File: src/rtl/imem_loader.sv
// Host-side loader: parses a framed byte stream, writes the payload into instruction memory
// from address 0 upward, verifies an 8-bit checksum and holds the CPU in reset until it passes.
module imem_loader #(
    parameter int unsigned         AddrW    = 8,
    parameter int unsigned         DataW    = 8,
    parameter logic [DataW-1:0]    SyncByte = 8'hA5
) (
    input  logic             clk_i,
    input  logic             rst_ni,
    input  logic [DataW-1:0] host_data_i,
    input  logic             host_valid_i,
    output logic             host_ready_o,
    input  logic             reload_i,
    output logic [AddrW-1:0] mem_addr_o,
    output logic [DataW-1:0] mem_wdata_o,
    output logic             mem_we_o,
    output logic             cpu_reset_o,
    output logic             load_done_o,
    output logic             load_err_o
);

    typedef enum logic [2:0] {
        StIdle, StSync, StLen, StData, StCsum, StRun, StErr
    } state_e;

    state_e           state_q, state_d;
    logic [AddrW-1:0] len_q, len_d;
    logic [AddrW-1:0] cnt_q, cnt_d;
    logic [DataW-1:0] sum_q, sum_d;
    logic [AddrW-1:0] addr_q, addr_d;
    logic [DataW-1:0] wdata_q, wdata_d;
    logic             we_q, we_d;
    logic             host_ready;
    logic             xfer;
    logic [DataW-1:0] csum_chk;

    assign host_ready = (state_q == StSync) || (state_q == StLen) ||
                        (state_q == StData) || (state_q == StCsum);
    assign xfer       = host_valid_i && host_ready;
    assign csum_chk   = sum_q + host_data_i;

    always_comb begin
        state_d = state_q;
        len_d   = len_q;
        cnt_d   = cnt_q;
        sum_d   = sum_q;
        addr_d  = addr_q;
        wdata_d = wdata_q;
        we_d    = 1'b0;
        // Reload has priority over any handshake in the same cycle.
        if (reload_i && (state_q != StIdle)) begin
            state_d = StSync;
            cnt_d   = '0;
            sum_d   = '0;
        end else begin
            unique case (state_q)
                StIdle: state_d = StSync;
                StSync: begin
                    if (xfer && (host_data_i == SyncByte)) state_d = StLen;
                end
                StLen: begin
                    if (xfer) begin
                        len_d   = AddrW'(host_data_i);
                        cnt_d   = '0;
                        sum_d   = '0;
                        state_d = (AddrW'(host_data_i) == '0) ? StErr : StData;
                    end
                end
                StData: begin
                    if (xfer) begin
                        addr_d  = cnt_q;
                        wdata_d = host_data_i;
                        we_d    = 1'b1;
                        sum_d   = sum_q + host_data_i;
                        cnt_d   = cnt_q + AddrW'(1);
                        if (cnt_q == len_q - AddrW'(1)) state_d = StCsum;
                    end
                end
                StCsum: begin
                    if (xfer) state_d = (csum_chk == '0) ? StRun : StErr;
                end
                StRun, StErr: ;
                default: state_d = StIdle;
            endcase
        end
    end

    always_ff @(posedge clk_i or negedge rst_ni) begin
        if (!rst_ni) begin
            state_q <= StIdle;
            len_q   <= '0;
            cnt_q   <= '0;
            sum_q   <= '0;
            addr_q  <= '0;
            wdata_q <= '0;
            we_q    <= 1'b0;
        end else begin
            state_q <= state_d;
            len_q   <= len_d;
            cnt_q   <= cnt_d;
            sum_q   <= sum_d;
            addr_q  <= addr_d;
            wdata_q <= wdata_d;
            we_q    <= we_d;
        end
    end

    assign host_ready_o = host_ready;
    assign mem_addr_o   = addr_q;
    assign mem_wdata_o  = wdata_q;
    assign mem_we_o     = we_q;
    assign cpu_reset_o  = (state_q != StRun);
    assign load_done_o  = (state_q == StRun);
    assign load_err_o   = (state_q == StErr);

endmodule

File: config.mk
export PLATFORM = sky130hd
export DESIGN_NAME = imem_loader
export DESIGN_NICKNAME = d
export VERILOG_FILES = /design/src/rtl/imem_loader.sv
export SDC_FILE = /design/constraint.sdc
export NUM_CORES = 1
export LEC_CHECK = 0
export BUFFER_PORTS_ARGS = -buffer_cell sky130_fd_sc_hd__buf_2
export CAP_MARGIN = 20
export CORE_UTILIZATION = 30
export CTS_CLUSTER_DIAMETER = 200
export DETAILED_ROUTE_END_ITERATION = 10
export PLACE_DENSITY_LB_ADDON = 0.3
export SLEW_MARGIN = 20
export SYNTH_ARGS = -nofsm -noshare
export SYNTH_HDL_FRONTEND = slang
export SYNTH_SLANG_ARGS = --single-unit
File: constraint.sdc
create_clock -name clk_i -period 2.4 [get_ports clk_i]
set_clock_uncertainty 0.15 [all_clocks]
set_input_delay 0.12 -clock clk_i [delete_from_list [all_inputs] [get_ports clk_i]]
set_output_delay 0.12 -clock clk_i [all_outputs]
set_load 0.02 [all_outputs]
==> flow_summary.toml <==
[clocking]
path_clk_slew_ps = 90
cts_htree_levels = 2
cts-root-buf = "clkbuf_8"
ctsLongestPathBuffers = 2
clk-insertion-delay-late_ps = 300
cts_made_buffers = 5
cts.sink_count = 44
tritoncts_clock_tree = "built"

[global_routing]
antenna_found_initial = 0
first_pass_grt_wire_length_mm = 10.9
overall_track_demand_over_capacity_in_global_routing_pct = 15.9
grt_max_degree = 31
grt-ovfl-total = 0
first_global_vias = 2218

[yosys]
synthesis.instances = 284
most_numerous_cell_in_the_yosys_netlist = "nand2_1"
postSynth.topFlopCell = "dfrtp_1"
synthDominantAreaCellType = "dfrtp_1"
synth_enable_flop_cells = 0
synth-seq-area-share_pct = 43.6
synth_cell_types = 48
yosysWarningCount = 0
postSynthNetCount = 306
synthesized_area_divided_by_synthesized_cell_count_um2 = 8.89
synthTopCellsByCount = "63 x nand2_1, 44 x dfrtp_1, 21 x o21ai_0, 14 x nor2_1, 12 x xnor2_1"
share_of_yosys_cell_area_claimed_by_the_top_area_cell_type_pct = 43.6
yosys-top-cells-area = "dfrtp_1 44%, nand2_1 9.4%, ha_1 4.5%"
syn-cell-area_mm2 = 0.00253
synth-async-reset-ratio_pct = 100
yosys_register_bits = 44

[setup_path]
setup.worst_path.end_class = "flip-flop"
crit_fanout = 7
worstSetupPathType = "reg2reg"
worstPathArrival_ps = 2360
critical_path_rt_ps = 2440
setup.worst_path.start_class = "flip-flop"

[drt]
pre_antenna_drt_iters = 4
drt-initial-drc-count = 80
drc_errors = 0
drt-vias-per-instance = 5.09
postRouteAntennaNets = 0
post_drt_wl_per_cell_um = 14.8
dr_total_vias = 2311
overall_routed_net_length_mm = 6.71

[power_and_ir_drop]
leakage_nw = 1.59
clock_power_share_pct = 14.3
power.switching_fraction_pct = 41.5
switching_power_mw = 1.41
worst_ir_drop_on_vdd_uv = 553
pwr_dens_mw_per_mm2 = 1030
sequentialPowerShare_pct = 34.0
internal_power_mw = 1.99
combinationalPowerShare_pct = 51.8
total_power_mw = 3.41

[floorplan]
floorplan.initialDensity_pct = 30.9
design.core.area_mm2 = 0.00818
fp.dieArea_mm2 = 0.00879
core.rowCount = 33
fp.dieW_um = 93.8
die-height_um = 93.8
ioPinCount = 33

[sta]
final-hold-violation-count = 0
final.period_utilization_pct = 96.7
report.final.setup_viol = 0
slew-limit-headroom_pct = 71.5
final_max_slew_viol_count = 0
tightestPinTransition_ps = 424
fmaxAchievable_mhz = 431
shortest_period_the_worst_path_allows_ps = 2320

[finish]
layout-drive-gt1-share_pct = 29.5
syn2layout_area_growth_pct = 31.5
layout.cell_area.non_filler_mm2 = 0.00332
layout.nets = 370
insertedDiodeCount = 0
num-fill-cells = 843

[run]
timing.max_cap.violations = 0

[min_path]
type_of_the_worst_min_delay_path = "in2reg"

[placement]
detailed_place_hpwl_mm = 4.75
port-buffer-count = 32
place_area_mm2 = 0.00297
place_congestion = 0.859

[status]
outcome = "completed"
[power by group through the flow]
stage	registers, mW	logic [mW]	clock network [mW]
4_1_cts	1.15	1.54	0.502
2_1_floorplan	1.19	0.947	0
6_report	1.16	1.76	0.487
5_1_grt	1.19	1.94	0.532
3_5_place_dp	1.16	1.50	0
3_3_place_gp	1.15	1.48	0
[cells in the final DEF, fill, tap and decap left out, types with 6 or more instances in the layout]
master / netlist / final
dfrtp_1: 44 / 43
clkbuf_8: 0 / 6
nand3_1: 7 / 7
o21ai_0: 21 / 19
buf_2: 0 / 32
a21oi_1: 7 / 7
nand2_1: 63 / 63
xnor2_1: 12 / 12
dlygate4sd3_1: 0 / 7
nor2_1: 14 / 14
buf_4: 0 / 28
inv_1: 11 / 11
mux2_2: 7 / 7
[per-stage QoR]
stage	TNS, ps	setup slack [ps]	utilization (%)	hold WS (ps)	instances
after global placement	-63.3	-63.3	36.3	-99.9	434
final	0	78.4	40.6	13.7	454
after floorplan	0	127	-	-326	284
after CTS	0	14.5	38.6	4.13	450
after global routing	-28.5	-16.8	40.6	5.14	454
after detailed placement	-194	-146	36.3	-98.7	434
[area by class of cell]
type / count / area, um2 / area share (%)
Multi-Input combinational cell: 217 / 1490 / 44.8
Sequential cell: 44 / 1100 / 33.2
Timing Repair Buffer: 68 / 460 / 13.9
Tap cell: 105 / 131 / 3.96
Clock buffer: 6 / 82.6 / 2.49
Inverter: 12 / 45.0 / 1.36
Clock inverter: 2 / 10.0 / 0.301
[critical path: stages (launching register included)]
cell      delay [ps]
dfrtp_2          450
or4_4            560
o31ai_4          260
a311oi_2         100
or3_4            410
a211o_1          300
[what timing repair did]
| action | CTS | global route |
|---|---|---|
| gates resized for setup | 6 | 24 |
| endpoints found under the setup margin | 2 | 3 |
| pin swaps | 1 | 12 |
| endpoints found under the hold margin | 20 | 0 |
| hold buffers | 7 | 0 |
| buffers inserted | 1 | 4 |
[state kept, by name (all words and copies together), names as in the netlist]
signal,count
len_q,8
mem_wdata_o,8
state_q,3
mem_addr_o,8
mem_we_o,1
cnt_q,8
sum_q,8
[worst paths after layout]
path | startpoint | end | slack [ps] | depth (start not counted)
min in group asynchronous | rst_ni | mem_addr_o[3] | 100 | 2
max in group asynchronous | rst_ni | len_q[2] | 1260 | 3
hold reg to reg | mem_addr_o[3] | mem_addr_o[3] | 330 | 2
setup reg to reg | len_q[2] | state_q[1] | 80 | 5
setup / recovery | len_q[2] | state_q[1] | 80 | 5
hold / removal | host_data_i[3] | len_q[3] | 10 | 2
[kinds of logic (layout without fill, tap and decap cells)]
group	count (synthesis)	after routing	synth area share, %
buf+inv	23	88	3.42
flops	44	44	43.6
fa+ha+maj	10	10	5.25
mux	8	8	3.52
xor+xnor	16	16	5.55
simple gates	121	121	22.6
compound gates	62	62	16.1
[metal layers]
layer,vias up,part of all wire (%),wire [um],GRT usage [%]
met1,1112,46,3090,21.9
met2,63,48,3220,25.4
li1,1126,-,-,-
met3,10,4.4,294,2.67
met5,-,0,0,0
met4,0,1.5,103,4.74
Power figures use the tool's default switching activity.
